**src/rtl/alu_core_if.sv**
```systemverilog
//============================================================================
// Module      : alu_core_if
// Description : Operand/opcode/result/status bundle for alu_core.
//               master drives operands and load enable; slave (the ALU)
//               drives the result, zero flag and registered status.
// Revision    : 1.0 - initial release
//============================================================================
`default_nettype none

interface alu_core_if #(
    parameter int WIDTH = 16
);
    logic [WIDTH-1:0] Ain;
    logic [WIDTH-1:0] Bin;
    logic [1:0]       ALUop;
    logic             load_s;
    logic [WIDTH-1:0] out;
    logic             Z;
    logic [2:0]       status;

    modport master (
        output Ain,
        output Bin,
        output ALUop,
        output load_s,
        input  out,
        input  Z,
        input  status
    );

    modport slave (
        input  Ain,
        input  Bin,
        input  ALUop,
        input  load_s,
        output out,
        output Z,
        output status
    );
endinterface

`default_nettype wire

```
**src/rtl/alu_core.sv**
```systemverilog
//============================================================================
// Module      : alu_core
// Description : Combinational ADD/SUB/AND/NOT unit with zero flag and a
//               clocked {V,N,Z} status register.
//               Optional macro ALU_EXT_FLAGS_EN: when defined, signed
//               overflow (V) and negative (N) are captured in status[2:1];
//               when undefined only Z is registered and status[2:1] = 0.
// Revision    : 1.0 - initial release
//============================================================================
`default_nettype none

module alu_core #(
    parameter int WIDTH = 16
) (
    input  wire logic clk,
    input  wire logic reset,
    alu_core_if.slave bus
);

    localparam logic [1:0] C_OP_ADD = 2'b00;
    localparam logic [1:0] C_OP_SUB = 2'b01;
    localparam logic [1:0] C_OP_AND = 2'b10;
    localparam logic [1:0] C_OP_NOT = 2'b11;

    logic [WIDTH-1:0] w_result;
    logic             w_zero;

    // Result selection; carry and borrow are simply dropped by the width.
    always_comb begin
        w_result = '0;
        case (bus.ALUop)
            C_OP_ADD: w_result = bus.Ain + bus.Bin;
            C_OP_SUB: w_result = bus.Ain - bus.Bin;
            C_OP_AND: w_result = bus.Ain & bus.Bin;
            C_OP_NOT: w_result = ~bus.Bin;
            default:  w_result = '0;
        endcase
    end

    assign w_zero  = (w_result == '0);
    assign bus.out = w_result;
    assign bus.Z   = w_zero;

`ifdef ALU_EXT_FLAGS_EN
    logic       w_a_msb;
    logic       w_b_msb;
    logic       w_r_msb;
    logic       w_ovf;
    logic [2:0] status_q;
    logic [2:0] status_d;

    assign w_a_msb = bus.Ain[WIDTH-1];
    assign w_b_msb = bus.Bin[WIDTH-1];
    assign w_r_msb = w_result[WIDTH-1];

    // Signed overflow: operand signs agree (ADD) or disagree (SUB) and the
    // result sign flips away from operand A. Logic ops never overflow.
    always_comb begin
        w_ovf = 1'b0;
        case (bus.ALUop)
            C_OP_ADD: w_ovf = (w_a_msb == w_b_msb) && (w_r_msb != w_a_msb);
            C_OP_SUB: w_ovf = (w_a_msb != w_b_msb) && (w_r_msb != w_a_msb);
            default:  w_ovf = 1'b0;
        endcase
    end

    // Next status: capture {V,N,Z} on load, otherwise hold.
    always_comb begin
        status_d = status_q;
        if (bus.load_s) begin
            status_d = {w_ovf, w_r_msb, w_zero};
        end
    end

    // Status register, cleared asynchronously by reset.
    always_ff @(posedge clk or posedge reset) begin
        if (reset) begin
            status_q <= 3'b000;
        end else begin
            status_q <= status_d;
        end
    end

    assign bus.status = status_q;
`else
    logic z_q;
    logic z_d;

    // Next zero-flag: capture on load, otherwise hold.
    always_comb begin
        z_d = z_q;
        if (bus.load_s) begin
            z_d = w_zero;
        end
    end

    // Zero-flag register, cleared asynchronously by reset.
    always_ff @(posedge clk or posedge reset) begin
        if (reset) begin
            z_q <= 1'b0;
        end else begin
            z_q <= z_d;
        end
    end

    assign bus.status = {2'b00, z_q};
`endif

endmodule

`default_nettype wire

```
**src/flat_wrapper.sv**
```systemverilog
// flat-port wrapper written by rule: the top's interface ports become plain ports
module alu_core_flat 
#(
    parameter int WIDTH = 16
)
  (clk, reset, bus_Ain, bus_Bin, bus_ALUop, bus_load_s, bus_out, bus_Z, bus_status);
  alu_core_if #(.WIDTH(WIDTH)) bus_i ();
  input  wire logic clk;
  input  wire logic reset;
  input wire logic [$bits(bus_i.Ain)-1:0] bus_Ain;
  input wire logic [$bits(bus_i.Bin)-1:0] bus_Bin;
  input wire logic [$bits(bus_i.ALUop)-1:0] bus_ALUop;
  input wire logic [$bits(bus_i.load_s)-1:0] bus_load_s;
  output wire logic [$bits(bus_i.out)-1:0] bus_out;
  output wire logic [$bits(bus_i.Z)-1:0] bus_Z;
  output wire logic [$bits(bus_i.status)-1:0] bus_status;
  assign bus_i.Ain = bus_Ain;
  assign bus_i.Bin = bus_Bin;
  assign bus_i.ALUop = bus_ALUop;
  assign bus_i.load_s = bus_load_s;
  assign bus_out = bus_i.out;
  assign bus_Z = bus_i.Z;
  assign bus_status = bus_i.status;
  alu_core #(.WIDTH(WIDTH)) u_core (.clk(clk), .reset(reset), .bus(bus_i));
endmodule
```
**config.mk**
```make
export PLATFORM = sky130hd
export DESIGN_NAME = alu_core_flat
export DESIGN_NICKNAME = d
export VERILOG_FILES = /design/src/rtl/alu_core_if.sv /design/src/rtl/alu_core.sv /design/src/flat_wrapper.sv
export SDC_FILE = /design/constraint.sdc
export NUM_CORES = 1
export LEC_CHECK = 0
export ABC_AREA = 1
export BUFFER_PORTS_ARGS = -buffer_cell sky130_fd_sc_hd__clkbuf_2
export CAP_MARGIN = 0
export CORE_ASPECT_RATIO = 0.7
export CORE_MARGIN = 8
export CORE_UTILIZATION = 35
export DETAILED_ROUTE_END_ITERATION = 16
export HOLD_SLACK_MARGIN = 0.05
export SETUP_SLACK_MARGIN = 0.2
export SYNTH_ARGS = -nofsm -noshare
export SYNTH_HDL_FRONTEND = slang
export SYNTH_SLANG_ARGS = --single-unit
```
**constraint.sdc**
```tcl
create_clock -name clk -period 2.6 [get_ports clk]
set_input_delay 0 -clock clk [delete_from_list [all_inputs] [get_ports clk]]
set_output_delay 0 -clock clk [all_outputs]
set_load 0.005 [all_outputs]
```
After elaboration in Yosys (flattened, before gate mapping)

Index checks and enable logic that the tools add are counted.

Add/subtract/negate cells: 2
Equal/unequal tests: 3
Muxes and demuxes: 1
Bitwise logic cells: 2
Reductions and logical operators: 2

Operators by type and width:

| cell                                                             | count |
|---|---|
| 16-bit case mux with 4 select lines                              | 1 |
| 16-bit adder                                                     | 1 |
| 16-bit AND                                                       | 1 |
| 16-bit zero test                                                 | 1 |
| 16-bit inverter                                                  | 1 |
| 16-bit subtractor                                                | 1 |
| 2-bit == test (second input constant)                            | 2 |
| 2-bit by 1-bit == test with 1-bit output (second input constant) | 1 |
| 2-bit zero test                                                  | 1 |

Flip-flop bits (word level): 1
Word-level logic and storage cells: 11
Output and inout port bits: 20
Bits of input ports: 37

Longest topological paths before layout

Gate-level depths: netlist (run 1).

Depth in word-level cells: 3
Gate-level depth with buffers: 24
Gate-level depth less buffers: 24

Least setup slack after synthesis (run 1)

OpenSTA, ideal clock, no wires.

Kind: input to register
Start point: input bus_Bin[1]
End point: register u_core.z_q
Setup slack: 0.205 ns
Cell stages on the path: 21
Arrival time: 2.330 ns
Cells stage by stage: inv_1 ha_1 inv_1 nor3_1 nand2_1 nor3_2 nand2_1 o21ai_1 o21ai_1 xor2_1 ha_1 a21o_1 a21oi_1 nand2_1 a21oi_1 nand3_1 nand3_2 nand3_1 nor2_1 nand4_1 nand2_1

Cells in the longest elaborated chain, start to end: 3
Elaborated cells on any way between the ends: 6
Those cells by class: add/sub: 2; mux: 1; bitwise: 2; reduce/logical: 1

RTL lines:

| item                                      | line               | source |
|---|---|---|
| start, declared                           | flat_wrapper.sv:11 | `input wire logic [$bits(bus_i.Bin)-1:0] bus_Bin;` |
| 16-bit subtractor (tied with other cells) | alu_core.sv:33     | `C_OP_SUB: w_result = bus.Ain - bus.Bin;` |
| 16-bit case mux with 4 select lines *     | alu_core.sv:31     | `case (bus.ALUop)` |
| 16-bit zero test *                        | alu_core.sv:40     | `assign w_zero = (w_result == '0);` |
| end signal, assigned                      | alu_core.sv:102    | `z_q <= z_d;` |
| end, declared                             | alu_core.sv:86     | `logic z_q;` |

Every way passes the cells marked *; elsewhere a longest branch is shown, timed or not.
A chain may end at the register's enable or synchronous reset.

Worst setup path in the final report (run 1)

Start point: input bus_Bin[0]
End point: output bus_Z

Cells in the longest elaborated chain, start to end: 3
Elaborated cells on any way between the ends: 6
Those cells by class: add/sub: 2; mux: 1; bitwise: 2; reduce/logical: 1

RTL lines:

| item                                      | line               | source |
|---|---|---|
| 16-bit subtractor (tied with other cells) | alu_core.sv:33     |  |
| 16-bit case mux with 4 select lines *     | alu_core.sv:31     |  |
| 16-bit zero test *                        | alu_core.sv:40     |  |
| end, declared                             | flat_wrapper.sv:15 | `output wire logic [$bits(bus_i.Z)-1:0] bus_Z;` |

Marks and branches as above.

==> results.yml, run 1 <==
timing:
  fin_crit_sh_pct: 102
  setup_viol: 3
  holdWs_ps: 251
  drv_slew: 0
  hold_viol: 0
  fin_worst_skew_ps: 0
  rsz0062_at_grt: "yes"
  finalCriticalPeriod_ps: 2650
  max_freq_mhz: 377
  finalSetupTns_ps: -99.7
  finalWorstSetupSlack_ps: -53.4
synth:
  synth_flop_cell: "dfrtp_1"
  yosys_register_bits: 1
  yosysMostFrequentCell: "nand2_1"
  ys_warn_count: 0
  synth.avg_cell_area_sq_um: 5.21
  async_reset_ff_share_pct: 100
  synth_common_cells: "101 x nand2_1, 59 x inv_1, 45 x nor2_1"
  synth_largest_area_cell: "nand2_1"
  synth_seq_area_share_pct: 1.35
  synth_area_sq_um: 1850
  synth_cells: 355
  synth_top_area_share_pct: 20.5
  ys_types: 33
  synth_edf_count: 0
  synth_area_leaders: "nand2_1 20%, inv_1 12%, ha_1 11%"
layout:
  fillerInstances: 597
  layout-drive-gt1-share_pct: 30.7
  regArea_sq_um: 25.0
  layout.cells.non_filler: 495
  fin_nets: 480
  syn_to_final_growth_pct: 34.5
  largest_register_ffs: 1
  multiInputGateArea_sq_um: 1690
  antenna_cells: 0
  top_register: "u_core.z_q"
  largestRegisters: "u_core.z_q x1"
  post-route-util_pct: 48.1
setup_path:
  crit_required_ps: 2600
  critPathArrivalTime_ps: 2650
  path_depth: 22
  max_stage_delay_ps: 330
  regToRegStartpoint: "u_core.z_q$_DFFE_PP0P_"
  crit_type: "in -> out"
  slowest_stage: "ha_1"
  path_buf_inv: 4
  crit_path_end_kind: "output port"
  startpoint_type: "input pin"
  reg2reg_slack_ps: 2010
  crit_family: "simple AND/OR/NAND/NOR gates"
  cp_max_fo: 3
  reg2reg_to: "u_core.z_q$_DFFE_PP0P_"
  worstPathCellList: "buf_8 > inv_6 > ha_4 > inv_4 > nor3_4 > nand2_2 > nor3_4 > nand2_2 > o21ai_4 > o21ai_2 > xor2_1 > ha_1 > a21o_1 > a21oi_2 > nand2_1 > a21oi_2 > nand3_1 > nand3_2 > nand3_2 > nor2_2 > and3_1 > buf_2"
  r2r_cells: 2
global_route:
  first_global_vias: 2269
  grt_max_degree: 17
  grt_pass1_wl_um: 10600
  grt.total_usage_pct: 16.0
  grt-ovfl-total: 0
  grt_antenna_before_repair: 0
power:
  combPwrFrac_pct: 97.8
  pwr-share-seq_pct: 2.2
  p_sw_share_pct: 58.3
  power.internal_uw: 294
  power_uw: 705
  ir_drop_v: 0.000110
  power_frac_clock_pct: 0
  powerDensity_nw_per_um2: 283
  leakagePower_nw: 1.44
  p_sw_uw: 411
hold_path:
  hold_path_depth: 3
  min_from: "bus_load_s"
  min_path_type: "in -> reg"
  min_to: "u_core.z_q$_DFFE_PP0P_"
route:
  vias_per_cell: 4.84
  routed-via-count: 2396
  first_iter_violations: 166
  wl_um: 6390
  wl_per_cell_um: 12.9
  first_pass_iters: 4
  drc: 0
  ant_nets: 0
floorplan:
  row_count: 22
  die_height_um: 76.8
  die_w_um: 103
  start_util_pct: 35.8
  core_sq_um: 5170
  dieArea_sq_um: 7910
  io_pins: 57
placed_design:
  dp_hpwl_um: 5300
  dpl.cell_count: 488
  globalplace.congestion: 0.897
  numPortBuffers: 54
status:
  violations: "setup timing"
  status: "finished with violations"
clock_network:
  cts.clk_slew.worst_paths_ps: 0
  worstSkewPairLatency_ps: 0
job:
  maxCapViolations: 0
metal layers:
layer  GRT usage [%]  part of all wire (%)  up-vias
met5               0                     0        -
met4            1.44                   1.1        0
met3           0.812                   4.4        6
met2            24.9                    44       59
met1            23.8                    51     1062
li1                -                     -     1269
through the flow:
| stage | area, sq um | worst slack, ps |
|---|---|---|
| floorplan | 1850 | 205 |
| global placement | 2260 | -179 |
| detailed placement | 2260 | -288 |
| CTS | 2370 | -69.6 |
| global route | 2490 | -282 |
| finish | 2490 | -53.4 |
how the worst max path moves through the flow:
stage / startpoint / to / slack, ps
after global routing: bus_Bin[0] / u_core.z_q$_DFFE_PP0P_ / -280
after floorplan: bus_Bin[1] / u_core.z_q$_DFFE_PP0P_ / 200
final: bus_Bin[0] / bus_Z / -50
after detailed placement: bus_Bin[1] / bus_Z / -290
after global placement: bus_Bin[1] / bus_Z / -180
after CTS: bus_Bin[0] / bus_Z / -70
cells by family (layout without fill, tap and decap cells):
family / count (synthesis) / after routing / synth area share [%]
other: 1 / 2 / 0.203
buffers and inverters: 69 / 136 / 15.1
AO/OA/AOI/OAI: 35 / 35 / 10.9
adder cells (fa/ha/maj): 18 / 18 / 12.6
XOR/XNOR: 13 / 13 / 6.15
AND/OR/NAND/NOR: 218 / 218 / 53.7
flip-flops: 1 / 1 / 1.35
final cells by class:
cell class                 instances  area share (%)
inverter                          63            10.0
timing repair buffer              73            17.3
sequential                         1            1.01
multi-input combinational        286            68.0
tap                               72            3.62
tightest hold or removal path, stage by stage:
cell      delay (ps)
clkbuf_2          90
nand4_1           60
nand2_1           50
power groups by stage:
stage | Sequential [mW] | Combinational (mW) | Clock (mW)
after global routing | 0.0159 | 0.772 | 0
after global placement | 0.0159 | 0.614 | 0
final | 0.0159 | 0.689 | 0
after CTS | 0.0159 | 0.654 | 0
after floorplan | 0.0159 | 0.408 | 0
after detailed placement | 0.0159 | 0.616 | 0
repair_timing:
item | CTS | global route
gates resized for setup | 19 | 33
setup buffers | 4 | 2
endpoints found under the hold margin | 1 | 0
endpoints found under the setup margin | 6 | 9
hold buffers | 1 | 0
pin swaps | 6 | 7
layout by cell type, fill, tap and decap left out, types with 2 or more instances in the layout:
cell,count
a21oi_1,6
a21oi_2,5
a31oi_1,14
buf_2,2
buf_4,18
clkbuf_2,50
conb_1,2
ha_1,13
ha_2,2
ha_4,2
inv_1,55
inv_2,5
inv_6,2
nand2_1,93
nand2_2,16
nand3_1,31
nand3_2,6
nand3b_1,6
nand4_1,6
nor2_1,40
nor2_2,6
nor2_4,3
nor3_2,2
nor3_4,2
o21ai_0,2
o21ai_1,3
o21ai_2,2
xnor2_1,7
xor2_1,6
No activity file was read; power rests on OpenSTA's default activity.
==> inputs of run 2 (changes only) <==
==> constraint.sdc (replaced) <==
create_clock -name clk -period 2.6 [get_ports clk]
set_input_delay 0 -clock clk [delete_from_list [all_inputs] [get_ports clk]]
set_output_delay 0 -clock clk [all_outputs]
set_load 0.01 [all_outputs]
==> run 2 against run 1 <==
Net effect: maximum frequency down 1.8%; clock skew unchanged; flip-flop and latch count unchanged; power up 5.6%; core utilization up 0.89 points; the run still ends with setup timing left; largest cell class unchanged; via count up 3.0%; sequential power about the same.
==> results.yml, run 2 (synthesis gave the netlist of run 1 again) <==
floorplan:
  dieArea_sq_um: 7910
  io_pins: 57
  core_sq_um: 5170
  die_w_um: 103
  start_util_pct: 35.8
  die_height_um: 76.8
  row_count: 22
route:
  met2_length_um: 2880
  first_iter_violations: 183
  routed-via-count: 2468
  wl_um: 6490
  wl_per_cell_um: 12.9
  vias_per_cell: 4.92
  top_layer: "met4"
  m1WireLength_um: 3260
  ant_nets: 0
  drc: 0
  route.met3.wl_um: 329
  first_pass_iters: 5
timing:
  finalWorstSetupSlack_ps: -102
  fin_worst_skew_ps: 0
  holdWs_ps: 245
  relSlewSlack_pct: 66.0
  fin_crit_sh_pct: 104
  finalCriticalPeriod_ps: 2700
  drv_slew: 0
  finalSetupTns_ps: -185
  worstMarginPinSlew_ps: 505
  max_freq_mhz: 370
  setup_viol: 3
  hold_viol: 0
  rsz0062_at_grt: "yes"
layout:
  layout-drive-gt1-share_pct: 32.3
  top_register: "u_core.z_q"
  fillerInstances: 576
  fin_area_sq_um: 2530
  largest_register_ffs: 1
  fin_nets: 487
  layout.cells.non_filler: 502
  largestRegisters: "u_core.z_q x1"
  syn_to_final_growth_pct: 37.0
  final_common_cell: "nand2_1"
  mostFrequentLayoutCells: "89 x nand2_1, 55 x inv_1, 49 x clkbuf_2, 41 x nor2_1, 30 x nand3_1"
  antenna_cells: 0
power:
  powerDensity_nw_per_um2: 294
  power_uw: 745
  p_sw_uw: 439
  p_sw_share_pct: 59.0
  power.internal_uw: 305
  leakagePower_nw: 1.47
  combPwrFrac_pct: 97.9
  pwr-share-seq_pct: 2.1
  ir_drop_v: 0.000101
  power_frac_clock_pct: 0
setup_path:
  cp_max_fo: 5
  startpoint_type: "input pin"
  crit_type: "in -> out"
  crit_required_ps: 2600
  critPathArrivalTime_ps: 2700
  crit_path_end_kind: "output port"
status:
  status: "finished with violations"
  violations: "setup timing"
placed_design:
  numPortBuffers: 54
  dpl.cell_count: 489
  globalplace.congestion: 0.908
  dp_hpwl_um: 5320
  placed_cell_area_sq_um: 2270
hold_path:
  min_path_type: "in -> reg"
clock_network:
  cts.clk_slew.worst_paths_ps: 0
  worstSkewPairLatency_ps: 0
global_route:
  grt_max_degree: 17
  grt_pass1_wl_um: 10500
  grt-ovfl-total: 0
  grt_antenna_before_repair: 0
  grt.total_usage_pct: 15.8
  first_global_vias: 2254
job:
  maxCapViolations: 0
==> run 2: cell types whose count changed in the layout (fill, tap and decap cells not counted), moves of 2 or more <==
cell,delta
buf_4,+7
nand2_2,+5
nand2_1,-4
nor2_2,-2
==> run 2: repair_timing <==
| item | CTS | global route |
|---|---|---|
| gates resized for setup | 18 | 35 |
| pin swaps | 5 | 10 |
| buffers inserted | 6 | 6 |
| endpoints found under the setup margin | 6 | 9 |
| hold buffers | 1 | 0 |
| endpoints found under the hold margin | 1 | 0 |
==> run 2: per-layer routing <==
metal,GRT usage [%],vias up
met2,25.1,71
met3,1.44,2
met4,1.29,0
met5,0,-
li1,-,1277
met1,23.0,1118
==> run 2: cell type report <==
type | count | area, sq um | area share (%)
Multi-Input combinational cell | 286 | 1690 | 66.6
Sequential cell | 1 | 25.0 | 0.987
Timing Repair Buffer | 80 | 484 | 19.1
Inverter | 63 | 246 | 9.72
Tap cell | 72 | 90.1 | 3.55
==> run 2: stage by stage <==
stage / utilization, % / setup slack [ps]
2_1_floorplan: - / 201
3_3_place_gp: 43.8 / -198
3_5_place_dp: 43.8 / -347
4_1_cts: 46.2 / -87.4
5_1_grt: 49.0 / -291
6_report: 49.0 / -102
==> run 2: worst paths after layout <==
check / end / cells after the start / slack (ps) / from
setup / recovery: bus_Z / 23 / -100 / bus_Bin[0]
hold reg to reg: u_core.z_q$_DFFE_PP0P_ / 2 / 470 / u_core.z_q$_DFFE_PP0P_
min in group asynchronous: u_core.z_q$_DFFE_PP0P_ / 3 / 380 / reset
max in group asynchronous: u_core.z_q$_DFFE_PP0P_ / 3 / 2130 / reset
hold / removal: u_core.z_q$_DFFE_PP0P_ / 3 / 240 / bus_load_s
setup reg to reg: u_core.z_q$_DFFE_PP0P_ / 2 / 2010 / u_core.z_q$_DFFE_PP0P_
==> run 2: power by group through the flow <==
stage | registers, mW | logic (mW) | clock network [mW]
floorplan | 0.0159 | 0.425 | 0
CTS | 0.0159 | 0.669 | 0
global route | 0.0159 | 0.809 | 0
detailed placement | 0.0159 | 0.635 | 0
finish | 0.0159 | 0.729 | 0
global placement | 0.0159 | 0.633 | 0
==> run 2: worst max-delay path, stage by stage <==
cell     delay, ps
buf_8          100
inv_6           50
ha_4           130
inv_4           30
nor3_4         140
nand2_2        100
buf_4          140
nand2_1         70
xnor2_1        110
inv_1           60
ha_1           380
nand2_1        120
nor2_2         140
nand3_2        110
nand2_2        120
nand2_2         60
nand3_2         70
nand2_2         60
nor2_1         110
nand2_1        110
nor3_2         170
and3_1         180
buf_2          130
